--- src/rtl/fetch_stage.sv ---
// fetch_stage -- instruction-fetch stage that writes the fetch/decode boundary.
//
// It owns the program counter (PC) and drives the instruction-memory address
// combinationally from it. Each cycle it registers one of three things toward
// decode: the fetched word with its PC and PC+4, a bubble, or (under a stall)
// the values it already holds. After reset it sends BOOT_BUBBLES bubble cycles
// before the first fetch.
//
// Ports:
//   Clk            rising-edge clock
//   Reset          synchronous, active-high reset
//   Stall          hazard stall from decode; PC and outputs hold
//   Flush          squash the word currently being fetched; PC holds
//   BranchTaken    taken branch; redirect to BranchTarget
//   BranchTarget   branch destination (bits [1:0] ignored)
//   Jump           jump; redirect to JumpTarget; wins over a branch
//   JumpTarget     jump destination (bits [1:0] ignored)
//   ImemAddr       instruction-memory address, always equal to PC
//   ImemData       word at ImemAddr, asynchronous read in the same cycle
//   InstructionOut registered instruction to decode
//   PC4Out         registered PC+4 of InstructionOut
//   PCOut          registered PC of InstructionOut
//   ValidOut       1 = real fetch, 0 = bubble
//   FetchCount     number of valid instructions delivered (wraps)

module fetch_stage #(
  parameter logic [31:0] RESET_PC     = 32'h0000_0000,
  parameter logic [31:0] NOP_WORD     = 32'h0000_0000,
  parameter int unsigned BOOT_BUBBLES = 1
) (
  input  logic        Clk,
  input  logic        Reset,
  input  logic        Stall,
  input  logic        Flush,
  input  logic        BranchTaken,
  input  logic [31:0] BranchTarget,
  input  logic        Jump,
  input  logic [31:0] JumpTarget,
  output logic [31:0] ImemAddr,
  input  logic [31:0] ImemData,
  output logic [31:0] InstructionOut,
  output logic [31:0] PC4Out,
  output logic [31:0] PCOut,
  output logic        ValidOut,
  output logic [31:0] FetchCount
);

  typedef enum logic {BOOT, RUN} state_t;

  localparam logic [3:0] BOOT_CNT   = 4'(BOOT_BUBBLES);
  localparam state_t     BOOT_STATE = (BOOT_BUBBLES == 0) ? RUN : BOOT;

  state_t      state, state_nxt;
  logic [3:0]  bub_cnt, bub_cnt_nxt;
  logic [31:0] pc, pc_nxt;
  logic [31:0] instr_nxt, pc4_nxt, pcout_nxt, cnt_nxt;
  logic        valid_nxt;
  logic [31:0] redir_tgt;

  assign ImemAddr  = pc;
  // When both redirects are asserted, the jump wins.
  assign redir_tgt = (Jump ? JumpTarget : BranchTarget) & ~32'h3;

  always_ff @(posedge Clk) begin
    if (Reset) begin
      state          <= BOOT_STATE;
      bub_cnt        <= BOOT_CNT;
      pc             <= RESET_PC;
      InstructionOut <= NOP_WORD;
      PC4Out         <= '0;
      PCOut          <= '0;
      ValidOut       <= 1'b0;
      FetchCount     <= '0;
    end else begin
      state          <= state_nxt;
      bub_cnt        <= bub_cnt_nxt;
      pc             <= pc_nxt;
      InstructionOut <= instr_nxt;
      PC4Out         <= pc4_nxt;
      PCOut          <= pcout_nxt;
      ValidOut       <= valid_nxt;
      FetchCount     <= cnt_nxt;
    end
  end

  always_comb begin
    // By default every register holds its value, which is exactly what a stall needs.
    state_nxt   = state;
    bub_cnt_nxt = bub_cnt;
    pc_nxt      = pc;
    instr_nxt   = InstructionOut;
    pc4_nxt     = PC4Out;
    pcout_nxt   = PCOut;
    valid_nxt   = ValidOut;
    cnt_nxt     = FetchCount;

    if (state == BOOT) begin
      // Every hazard and redirect input is ignored. The counter never goes below zero.
      instr_nxt = NOP_WORD;
      valid_nxt = 1'b0;
      pc4_nxt   = '0;
      pcout_nxt = '0;
      if (bub_cnt != 4'd0) bub_cnt_nxt = bub_cnt - 4'd1;
      if (bub_cnt <= 4'd1) state_nxt = RUN;
    end else begin
      if (Jump || BranchTaken) begin
        pc_nxt    = redir_tgt;
        instr_nxt = NOP_WORD;
        valid_nxt = 1'b0;
        pc4_nxt   = '0;
        pcout_nxt = '0;
      end else if (Flush) begin
        // PC holds, so the squashed address is fetched again next cycle.
        instr_nxt = NOP_WORD;
        valid_nxt = 1'b0;
        pc4_nxt   = '0;
        pcout_nxt = '0;
      end else if (!Stall) begin
        instr_nxt = ImemData;
        pcout_nxt = pc;
        pc4_nxt   = pc + 32'd4;
        valid_nxt = 1'b1;
        pc_nxt    = pc + 32'd4;
        cnt_nxt   = FetchCount + 32'd1;
      end
    end
  end

endmodule

--- config.mk ---
export PLATFORM = sky130hd
export DESIGN_NAME = fetch_stage
export DESIGN_NICKNAME = d
export VERILOG_FILES = /design/src/rtl/fetch_stage.sv
export SDC_FILE = /design/constraint.sdc
export NUM_CORES = 1
export LEC_CHECK = 0
export CAP_MARGIN = 40
export CORE_MARGIN = 1
export CORE_UTILIZATION = 45
export DETAILED_ROUTE_END_ITERATION = 6
export PLACE_DENSITY = 0.8
export REMOVE_ABC_BUFFERS = 1
export SLEW_MARGIN = 25
export SYNTH_ARGS = -nofsm -noshare
export SYNTH_HDL_FRONTEND = slang
export SYNTH_SLANG_ARGS = --single-unit
--- constraint.sdc ---
create_clock -name Clk -period 3.1 [get_ports Clk]
set_input_delay 0.93 -clock Clk [delete_from_list [all_inputs] [get_ports Clk]]
set_output_delay 0.93 -clock Clk [all_outputs]
set_load 0.03 [all_outputs]
==> run_results.csv <==
group,metric,value,unit
worst_setup_path,crit_path_cell_trace,"clkdlybuf4s50_1",
worst_setup_path,slowest_stage,"clkdlybuf4s50_1",
clock_tree,cts_max_level,4,
sta,max_freq,364,MHz
power,vdd_ir_drop_max,0.000432,V
finish,final_common_cell,"clkdlybuf4s50_1",
grt,grt_pass1_wl,38.9,mm
sta,fin_crit,2750,ps
logic_synthesis,ys_types,63,
worst_setup_path,reg2reg_slack,440,ps
detailed_routing,drc,0,
worst_setup_path,critPathKind,"reg -> out",
finish,drive_gt1_share,7.63,%
clock_tree,cts_made_buffers,17,
finish,final_cell_mix,"249 x clkdlybuf4s50_1, 160 x dfxtp_1, 132 x nor2_1",
clock_tree,cts_setup_buffers,0,
die,design.core.area,16100,µm²
detailed_routing,dr.first_iter.drc_count,523,
die,die_x,131,µm
detailed_routing,postRouteWirelength,24.3,mm
logic_synthesis,ys.flop_type,"dfxtp_1",
worst_setup_path,worst-endpoint-arrival,1820,ps
logic_synthesis,synth_edf_count,0,
worst_setup_path,critPathCapture,"ImemAddr[17]",
sta,slew_viol_final,0,
worst_setup_path,r2r_cells,5,
clock_tree,clock_path_buffers,2,
grt,met3_usage,6.25,%
placement,hpwl,17.4,mm
sta,timing.final.hold_violations,0,
clock_tree,clock_sinks,160,
worst_setup_path,cp_slowest_stage_delay,790,ps
grt,grt_use_total,28.3,%
clock_tree,cts_tree,"done",
sta,skew,11.8,ps
die,dieArea,17200,µm²
grt,antenna_found_initial,0,
power,leakagePower,4.04,nW
clock_tree,insertion_delay,430,ps
die,die_y,131,µm
grt,gr-usage-met2,47.7,%
sta,relSlewSlack,54.4,%
worst_setup_path,path_max_fanout,10,
sta,worst_pin_slew,678,ps
die,row_count,46,
power,powerDensity,543,nW/µm²
sta,post-route-period-util,88.6,%
sta,finalSetupViolCount,0,
detailed_routing,antenna_left,0,
die,io_pins,263,
worst_setup_path,worst-path-stages,1,
grt,grt_pass1_vias,7273,
die,initial_utilization,46.7,%
clock_tree,cts_hold_buf,0,
placement,routabilityCongestion,0.851,
worst_setup_path,critPathRequiredTime,2170,ps
worst_setup_path,cp-start-kind,"flip-flop",
grt,grt_max_degree,64,
worst_setup_path,crit_family,"buffers and inverters",
clock_tree,ctsResizeCount,0,
worst_setup_path,r2r_start,"ImemAddr[13]",
clock_tree,cts_root_buf,"clkbuf_16",
logic_synthesis,ys_seq_area_share,42.7,%
detailed_routing,viasPerCell,5.57,
sta,rsz0062_at_grt,"false",
logic_synthesis,synth_cells,888,
sta,setup-tns-final,0,ps
finish,area_delta_synth_final,46.0,%
worst_setup_path,r2r_end,"ImemAddr[29]",
status,outcome,"finished, final reports clean",
logic_synthesis,avgSynthCellArea,8.45,µm²
placement,io_buffer_count,252,
detailed_routing,vias,7554,
grt,use_met1,34.6,%
finish,nFillCells,1256,
finish,diodes,0,
worst_setup_path,cp-end-kind,"primary output",
logic_synthesis,async_reset_ff_share,0,%
logic_synthesis,syn-cell-area,7510,µm²
grt,grt.busiest_layer,"met2",
worst_setup_path,critPathBufInv,1,
hold_path,holdCritPathClass,"reg -> reg",
power,finalPower,5.95,mW
logic_synthesis,synth_warnings,0,
grt,overflow,0,
clock_tree,cts.clk_slew.worst_paths,70,ps
detailed_routing,drt_pass1_iterations,5,
detailed_routing,wire_per_inst,17.9,µm
job,cap_violations,0,
finish,nets,1234,
logic_synthesis,ys_seq_elements,160,
worst_setup_path,startpoint,"ImemAddr[17]",
hold_path,min_path_cells,1,
==> cell usage after synthesis, types with 7 or more instances <==
| master | n | area (µm²) |
|---|---|---|
| inv_1 | 15 | 56.3 |
| o21ai_0 | 49 | 245 |
| dfxtp_1 | 160 | 3200 |
| nand2_1 | 47 | 176 |
| xor2_1 | 24 | 210 |
| or3_1 | 17 | 106 |
| xnor2_1 | 19 | 166 |
| a21oi_1 | 55 | 275 |
| o31ai_1 | 7 | 52.6 |
| buf_2 | 9 | 45.0 |
| nand4_1 | 21 | 131 |
| nor2_1 | 132 | 495 |
| mux2i_1 | 63 | 631 |
| clkbuf_1 | 53 | 199 |
| and3_1 | 10 | 62.6 |
| nand3_1 | 36 | 180 |
| a221oi_1 | 7 | 61.3 |
| nand2b_1 | 7 | 43.8 |
| nor4_1 | 12 | 75.1 |
| and4_1 | 7 | 61.3 |
| nor2b_1 | 14 | 87.6 |
| nor3_1 | 20 | 100 |
==> sequential cells by signal, indices dropped and copies added (netlist names) <==
signal,count
PC4Out,30
FetchCount,32
InstructionOut,32
ImemAddr,30
state,1
bub_cnt,4
ValidOut,1
PCOut,30
==> where the power goes <==
| part | internal [mW] | switching [mW] |
|---|---|---|
| Clock | 1.27 | 0.946 |
| Sequential | 2.18 | 0.213 |
| Combinational | 0.605 | 0.738 |
| Total | 4.05 | 1.90 |
==> metal layers <==
metal,wire length [µm],part of all wire [%],vias to the layer above
met5,0,0,-
met4,748,3.1,0
met3,1740,7.2,46
met2,11800,48,310
met1,10000,41,3587
li1,-,-,3611
==> per-stage QoR <==
stage	utilization [%]	cells	instance area (µm²)	setup WS [ps]	hold slack (ps)
2_1_floorplan	-	817	7190	-29.4	480
3_3_place_gp	64.2	1323	10300	158	439
3_5_place_dp	64.4	1324	10300	123	450
4_1_cts	68.3	1356	11000	357	465
5_1_grt	68.3	1356	11000	288	479
6_report	68.3	1356	11000	353	462
==> cell type report <==
cell class | instances | area, µm² | share of cell area [%]
sequential | 160 | 3200 | 29.2
clock inverter | 13 | 165 | 1.51
clock buffer | 19 | 453 | 4.13
tap | 216 | 270 | 2.47
inverter | 16 | 60.1 | 0.548
multi-input combinational | 641 | 3950 | 36.0
timing repair buffer | 291 | 2860 | 26.1
==> worst min-delay path by stage <==
stage | from | to | slack (ps)
6_report | ValidOut | ValidOut | 460
5_1_grt | ValidOut | ValidOut | 480
4_1_cts | ValidOut | ValidOut | 460
3_5_place_dp | ValidOut | ValidOut | 450
3_3_place_gp | ValidOut | ValidOut | 440
2_1_floorplan | bub_cnt[3] | bub_cnt[3] | 480
==> worst reg2reg max path: stages, from the launching register on <==
cell and delay (ps):
dfxtp_1 470, nand4_1 340, nor3_1 670, nand4_1 410, and3_1 310, or3_1 340
==> logic make-up (layout without fill, tap and decap cells) <==
family | after synthesis | count (layout) | synth area share (%)
other | 1 | 6 | 0.0500
buffers and inverters | 92 | 339 | 5.20
and+or+nand+nor | 349 | 349 | 23.1
adders and majority gates | 5 | 5 | 0.833
DFF | 160 | 160 | 42.7
AOI/OAI and AO/OA | 174 | 174 | 14.6
xor gates and xnor gates | 43 | 43 | 5.02
muxes | 64 | 64 | 8.55
Note: power is estimated with default switching activity, not from simulation.
